<file path="config.mk">
export PLATFORM = sky130hd
export DESIGN_NAME = mips_multicycle_control
export DESIGN_NICKNAME = d
export VERILOG_FILES = /design/src/rtl/mips_multicycle_control.sv
export SDC_FILE = /design/constraint.sdc
export NUM_CORES = 1
export LEC_CHECK = 0
export ABC_AREA = 1
export BUFFER_PORTS_ARGS = -buffer_cell sky130_fd_sc_hd__clkbuf_2
export CAP_MARGIN = 20
export CORE_MARGIN = 4
export CORE_UTILIZATION = 35
export CTS_CLUSTER_DIAMETER = 150
export DETAILED_ROUTE_END_ITERATION = 6
export MAX_ROUTING_LAYER = met4
export SKIP_LAST_GASP = 1
export SLEW_MARGIN = 20
export SYNTH_ARGS = -nofsm -noshare
export SYNTH_HDL_FRONTEND = slang
export SYNTH_SLANG_ARGS = --single-unit
</file>
<file path="constraint.sdc">
create_clock -name clk -period 3.05 [get_ports clk]
set_input_delay 0.4575 -clock clk [delete_from_list [all_inputs] [get_ports clk]]
set_output_delay 0.4575 -clock clk [all_outputs]
set_load 0.02 [all_outputs]
</file>
<file path="src/rtl/mips_multicycle_control.sv">
// Multicycle MIPS control FSM: fetches words over a valid/ready handshake, latches the IR
// and sequences FETCH/DECODE/EXEC/MEM/WB with combinational control decoded from {state, IR}.
module mips_multicycle_control #(
    parameter int CNT_W = 16
) (
    input  logic             clk,
    input  logic             rst,
    input  logic             instr_valid,
    output logic             instr_ready,
    input  logic [31:0]      instr_word,
    output logic [31:0]      instruction,
    input  logic             Zero,
    input  logic             mem_ready,
    output logic             ALUScr,
    output logic             RegDst,
    output logic             RegWrite,
    output logic             MemRead,
    output logic             MemWrite,
    output logic             MemtoReg,
    output logic [3:0]       ALUControl,
    output logic             IRWrite,
    output logic             PCWrite,
    output logic             branch_taken,
    output logic             instr_done,
    output logic             illegal,
    output logic [2:0]       state,
    output logic [CNT_W-1:0] instr_count
);

    typedef enum logic [2:0] {
        S_FETCH  = 3'd0,
        S_DECODE = 3'd1,
        S_EXEC   = 3'd2,
        S_MEM    = 3'd3,
        S_WB     = 3'd4
    } state_t;

    state_t           state_q, state_d;
    logic [31:0]      ir_q;
    logic [CNT_W-1:0] cnt_q;

    logic [5:0] op, funct;
    logic       is_lw, is_sw, is_beq, is_addi, is_r, supported;
    logic [3:0] r_alu;

    assign op      = ir_q[31:26];
    assign funct   = ir_q[5:0];
    assign is_lw   = (op == 6'b100011);
    assign is_sw   = (op == 6'b101011);
    assign is_beq  = (op == 6'b000100);
    assign is_addi = (op == 6'b001000);

    always_comb begin
        is_r  = 1'b0;
        r_alu = 4'b0010;
        if (op == 6'b000000) begin
            is_r = 1'b1;
            case (funct)
                6'b100000: r_alu = 4'b0010;
                6'b100010: r_alu = 4'b0110;
                6'b100100: r_alu = 4'b0000;
                6'b100101: r_alu = 4'b0001;
                6'b101010: r_alu = 4'b0111;
                default:   is_r  = 1'b0;
            endcase
        end
    end

    assign supported = is_lw | is_sw | is_beq | is_addi | is_r;

    // Handshake: a word transfers on a rising edge where instr_valid && instr_ready;
    // instr_ready is high only in FETCH and only while out of reset.
    always_comb begin
        state_d      = state_q;
        instr_ready  = 1'b0;
        IRWrite      = 1'b0;
        PCWrite      = 1'b0;
        ALUScr       = 1'b0;
        RegDst       = 1'b0;
        RegWrite     = 1'b0;
        MemRead      = 1'b0;
        MemWrite     = 1'b0;
        MemtoReg     = 1'b0;
        ALUControl   = 4'b0010;
        branch_taken = 1'b0;
        instr_done   = 1'b0;
        illegal      = 1'b0;
        // ALU setup established in EXEC is held through MEM and WB.
        if (state_q == S_EXEC || state_q == S_MEM || state_q == S_WB) begin
            ALUScr     = is_lw | is_sw | is_addi;
            ALUControl = is_beq ? 4'b0110 : (is_r ? r_alu : 4'b0010);
        end
        case (state_q)
            S_FETCH: begin
                instr_ready = rst;
                if (instr_valid && rst) begin
                    IRWrite = 1'b1;
                    PCWrite = 1'b1;
                    state_d = S_DECODE;
                end
            end
            S_DECODE: begin
                if (supported) begin
                    state_d = S_EXEC;
                end else begin
                    illegal = 1'b1;
                    state_d = S_FETCH;
                end
            end
            S_EXEC: begin
                if (is_beq) begin
                    branch_taken = Zero;
                    instr_done   = 1'b1;
                    state_d      = S_FETCH;
                end else if (is_lw || is_sw) begin
                    state_d = S_MEM;
                end else begin
                    state_d = S_WB;
                end
            end
            S_MEM: begin
                MemRead  = is_lw;
                MemWrite = is_sw;
                if (mem_ready) begin
                    if (is_lw) begin
                        state_d = S_WB;
                    end else begin
                        instr_done = 1'b1;
                        state_d    = S_FETCH;
                    end
                end
            end
            S_WB: begin
                RegWrite   = 1'b1;
                RegDst     = is_r;
                MemtoReg   = is_lw;
                instr_done = 1'b1;
                state_d    = S_FETCH;
            end
            default: state_d = S_FETCH;
        endcase
    end

    always_ff @(posedge clk or negedge rst) begin
        if (!rst) begin
            state_q <= S_FETCH;
            ir_q    <= 32'd0;
            cnt_q   <= '0;
        end else begin
            state_q <= state_d;
            if (IRWrite) ir_q <= instr_word;
            if (instr_done) cnt_q <= cnt_q + 1'b1;
        end
    end

    assign instruction = ir_q;
    assign state       = state_q;
    assign instr_count = cnt_q;

endmodule

</file>
==> impl_metrics.ini, run 1 <==
[power_and_ir_drop]
p_comb_share_pct = 44.0
switchingPower_mw = 1.174
internal_power_mw = 1.564
clkPwrFrac_pct = 15.4
vdd_drop_max_mv = 0.4060
switching_share_pct = 42.87
leakagePower_nw = 1.814
p_seq_share_pct = 40.5
powerDensity_mw_per_mm2 = 809.2

[worst_setup_path]
end_kind = output pin
worstPathArrival_ns = 1.78
required_ns = 2.59
crit_fanout = 5
slowest_delay_ns = 0.47
worstSetupStartpoint = instruction[30]
worstSetupPathType = register to output pin
startpoint_type = register
r2r-start = state[1]
cp_common_cell = nand2_1
cp_cell_sequence = nor2_2 > nand2_2 > inv_1 > nand2_1 > inv_1 > nand2_1 > nand2_1 > nor3_1 > clkbuf_2
cp_slowest_cell = dfrtp_1

[timing]
setup_ws_ns = 0.8081
hold_viol_final = 0
tns_ns = 0
rsz0062_at_grt = false
tightest_slew_ns = 0.6491
finalClockSkew_ns = 0.005103
period_share_pct = 73.50
finalCriticalPeriod_ns = 2.242
relSlewSlack_pct = 56.73
setup_violations = 0
fmax_mhz = 446.1
holdWs_ns = 0.3426
slew_violations = 0

[run_status]
status = complete, no violations

[floorplanning]
die_area_mm2 = 0.009168
io_pins = 104
core_mm2 = 0.007370
die_x_um = 95.75
start_util_pct = 36.57
fp-row-count = 31
die_y_um = 95.75

[yosys]
avgSynthCellArea_um2 = 8.722
synth_cells = 309
ys_types = 29
ys.flop_type = dfrtp_1
ys_seq_area_share_pct = 47.35
synth_top_area_share_pct = 47.35
ys_warn_count = 0
synth_area_mm2 = 0.002695
synth.area.top_cells = dfrtp_1, nand2_1, mux2_2, nor2_1, nand4_1
synthesis.nets = 347
synthArstFlopShare_pct = 100.0
ys_ff_latch = 51
synth_edf_count = 0
yosysTopAreaCell = dfrtp_1

[cells_and_area]
insertedDiodeCount = 0
final_core_util_pct = 45.91
final_area_mm2 = 0.003383
fill_cells = 756
syn_to_final_growth_pct = 25.53
nNetsFinal = 449
drive_gt1_share_pct = 36.65

[placement]
pre_cts_ws_ns = 1.133
portBuffers = 102
placedInstanceArea_mm2 = 0.003283
gp_congestion = 0.8075
dp_hpwl_mm = 4.988

[routing]
drt-total-wl_mm = 6.449
viasPerCell = 4.659
dr.pass1.iters = 4
post_drt_wl_per_cell_um = 12.62
vias = 2381
drc = 0
drtAntennaViolNets = 0
drt-initial-drc-count = 105

[clock_network]
clock_latency_ns = 0.30
cts_buffer_depth = 2
postCtsSetupBuffers = 0
cts_tree = built
cts_sinks = 51
cts_buffers = 5
cts-root-buf = clkbuf_8
clkTransAtPathRegs_ns = 0.09
cts_resized = 0
h-tree-depth = 2
postCtsHoldBufs = 0

[global_routing]
grt_pass1_vias = 2338
overflow = 0
grt_pass1_wl_mm = 10.91
grt_max_degree = 52
antenna_found_initial = 0
grt_usage_pct = 15.53

[worst_hold_path]
hold_class = input pin to asynchronous set/reset pin

[run]
max-cap-violations = 0
[cell families (layout without fill, tap and decap cells)]
family | after synthesis | in the layout | share of synthesized area, %
AND/OR/NAND/NOR | 166 | 166 | 28.92
flip-flops | 51 | 51 | 47.35
buffers and inverters | 40 | 143 | 6.871
multiplexers | 24 | 24 | 10.03
AO/OA/AOI/OAI | 17 | 17 | 3.296
XOR/XNOR | 9 | 9 | 2.925
adder cells (fa/ha/maj) | 1 | 1 | 0.4642
other | 1 | 1 | 0.1391
[critical path: cells and delay by family (launching register included)]
family	cells	cell delay, ns
flops	1	0.47
simple gates	6	0.68
buf+inv	3	0.34
[per-stage QoR]
step / instances / power [mW]
detailed placement: 503 / 2.343
CTS: 511 / 2.776
global route: 511 / 2.949
finish: 511 / 2.738
global placement: 503 / 2.330
floorplan: 309 / 1.924
[cells in the mapped netlist, types with 4 or more instances]
library cell and n:
nor2_1 32, inv_1 27, nand2_1 79, mux2_2 24, xnor2_1 6, o21ai_0 12
nand3_1 18, buf_4 6, buf_2 4, nor3_1 4, dfrtp_1 51, nand4_1 19
[power groups by stage]
stage               registers, mW  clock network [mW]  logic (mW)
detailed placement           1.12                   0        1.22
floorplan                    1.41                   0       0.518
global placement             1.11                   0        1.22
global route                 1.15               0.475        1.33
CTS                          1.11               0.442        1.23
finish                       1.11               0.422        1.21
[flip-flops by register name, indices dropped and copies added, names as in the netlist]
register	cells
instr_count	16
state	3
instruction	32
[layout make-up]
class	instances	area (um2)	share of cell area [%]
sequential	51	1276	37.72
inverter	29	108.9	3.217
multi-input combinational	218	1234	36.46
timing repair buffer	106	540.5	15.98
tap	99	123.9	3.661
clock buffer	8	100.1	2.959
[path summary, 6_finish.rpt]
check | slack [ns] | endpoint | cells after the start
max in group asynchronous | 2.26 | instruction[17] | 2
worst min register to register | 0.51 | instruction[14] | 1
min in group clk | 0.36 | instruction[31] | 3
worst min-delay path | 0.34 | instruction[0] | 2
worst max register to register | 1.34 | instruction[17] | 5
worst max-delay path | 0.81 | illegal | 9
[metal layers]
metal / track usage [%] / up-vias / routed length, um
li1: - / 1209 / -
met1: 20.11 / 1095 / 2921
met2: 25.19 / 73 / 3046
met3: 3.127 / 4 / 415
met4: 3.555 / 0 / 65
met5: - / - / 0
[cells in the final DEF (no fill, tap or decap), drive strengths merged, types with 3 or more instances in the layout]
| cell | netlist | final |
|---|---|---|
| nand4 | 19 | 19 |
| xor2 | 3 | 3 |
| clkbuf | 0 | 110 |
| xnor2 | 6 | 6 |
| a21oi | 3 | 3 |
| nand2 | 84 | 84 |
| nor3 | 6 | 6 |
| nor2 | 36 | 36 |
| dfrtp | 51 | 51 |
| o21ai | 12 | 12 |
| inv | 29 | 29 |
| mux2 | 24 | 24 |
| nand3 | 19 | 19 |
| buf | 11 | 4 |
Power figures use the tool's default switching activity.
==> inputs of run 2 (changes only) <==
==> constraint.sdc (replaced) <==
create_clock -name clk -period 1.8 [get_ports clk]
set_input_delay 0.27 -clock clk [delete_from_list [all_inputs] [get_ports clk]]
set_output_delay 0.27 -clock clk [all_outputs]
set_load 0.02 [all_outputs]
==> run 2 against run 1 <==
  * The run now ends with setup timing left
  * Sequential share of layout area fell by 4.6 points
  * Non-clock buffer count grew 32
  * Clock-buffer cell count down 2
  * Routed wire length up 13%
  * Sequential power is 69% higher
  * Cell count up 6.3%
==> impl_metrics.ini, run 2 (synthesis results as in run 1) <==
[timing]
hold_viol_final = 0
relSlewSlack_pct = 56.22
rsz0062_at_grt = true
slew_violations = 0
tightest_slew_ns = 0.6567
setup_violations = 6
finalClockSkew_ns = 0.01206
tns_ns = -0.1891
fmax_mhz = 532.7
setup_ws_ns = -0.07709
period_share_pct = 104.3
holdWs_ns = 0.1684
finalCriticalPeriod_ns = 1.877

[worst_setup_path]
worstSetupPathType = register to output pin
end_kind = output pin
worstPathArrival_ns = 1.61
r2r_slack_ns = 0.05
required_ns = 1.53
startpoint_type = register
crit_fanout = 3

[floorplanning]
die_area_mm2 = 0.009168
core_mm2 = 0.007370
start_util_pct = 36.57
die_x_um = 95.75
fp-row-count = 31
die_y_um = 95.75
io_pins = 104

[routing]
dr.pass1.iters = 4
viasPerCell = 4.727
drtAntennaViolNets = 0
drt-total-wl_mm = 7.284
drc = 0
drt-initial-drc-count = 105
vias = 2567
post_drt_wl_per_cell_um = 13.41

[global_routing]
grt_pass1_vias = 2523
overflow = 0
grt_max_degree = 52
grt_pass1_wl_mm = 11.87
antenna_found_initial = 0
grt_usage_pct = 17.16

[clock_network]
cts_buffers = 5
cts_buffer_depth = 2
cts_tree = built
clock_latency_ns = 0.31
cts_sinks = 51
clkTransAtPathRegs_ns = 0.10
h-tree-depth = 2
cts-root-buf = clkbuf_8

[run_status]
violations = setup timing
status = finished with violations

[power_and_ir_drop]
powerDensity_mw_per_mm2 = 1435
leakagePower_nw = 2.029
p_total_mw = 5.544
vdd_drop_max_mv = 0.8155

[cells_and_area]
insertedDiodeCount = 0
syn_to_final_growth_pct = 43.31
drive_gt1_share_pct = 46.85
nNetsFinal = 481
fill_cells = 702
layout_common_cells = clkbuf_2, nand2_1, dfrtp_1
seqCellArea_mm2 = 0.001277
multiInputGateArea_mm2 = 0.001328
largest_register_ffs = 32
mostFrequentLayoutCell = clkbuf_2

[placement]
pre_cts_ws_ns = 0.1266
gp_congestion = 0.8191
dp_hpwl_mm = 4.951
portBuffers = 102

[run]
max-cap-violations = 0

[worst_hold_path]
hold_class = input pin to register
==> run 2: final cells by class <==
cell class / count / area share (%)
clock inverter: 2 / 1.555
clock buffer: 6 / 1.879
sequential: 51 / 33.07
multi-input combinational: 218 / 34.37
timing repair buffer: 138 / 23.10
inverter: 29 / 2.818
tap: 99 / 3.207
==> run 2: path summary, 6_finish.rpt <==
check | start | endpoint | cells past startpoint
max | instruction[30] | ALUControl[0] | 8
min | instr_word[31] | instruction[31] | 3
max reg2reg | state[0] | instruction[14] | 7
min reg2reg | instruction[15] | instruction[15] | 1
max in group asynchronous | rst | state[0] | 2
min in group asynchronous | rst | instruction[23] | 2
==> run 2: power breakdown <==
| part | internal, mW | switching [mW] |
|---|---|---|
| clock network | 0.556 | 0.398 |
| logic | 1.17 | 1.53 |
| registers | 1.56 | 0.328 |
==> run 2: stage by stage <==
| stage | instance area, um2 | utilization [%] | std cells |
|---|---|---|---|
| after global routing | 3862 | 52.41 | 543 |
| after CTS | 3707 | 50.31 | 531 |
| after global placement | 3326 | 45.13 | 507 |
| after detailed placement | 3326 | 45.13 | 507 |
| final | 3862 | 52.41 | 543 |
| after floorplan | 2695 | - | 309 |
==> run 2: worst max-delay path, stage by stage (launching register included) <==
cell	delay, ns
dfrtp_1	0.42
nor2_2	0.16
nand2_2	0.10
inv_2	0.08
nand2_4	0.05
a21oi_4	0.13
nand4_1	0.10
nand2_1	0.10
clkbuf_8	0.15
==> run 2: per-layer routing <==
metal | track usage (%) | routed length, um
met2 | 28.37 | 3527
met3 | 4.144 | 423
met5 | - | 0
met4 | 5.569 | 153
met1 | 20.65 | 3180
==> run 2: timing repair <==
| action | CTS | global route |
|---|---|---|
| cloned | 1 | 0 |
| hold buffers | 0 | 0 |
| endpoints found under the setup margin | 11 | 13 |
| buffers inserted | 15 | 12 |
| pin swaps | 11 | 13 |
| resized for setup | 29 | 26 |
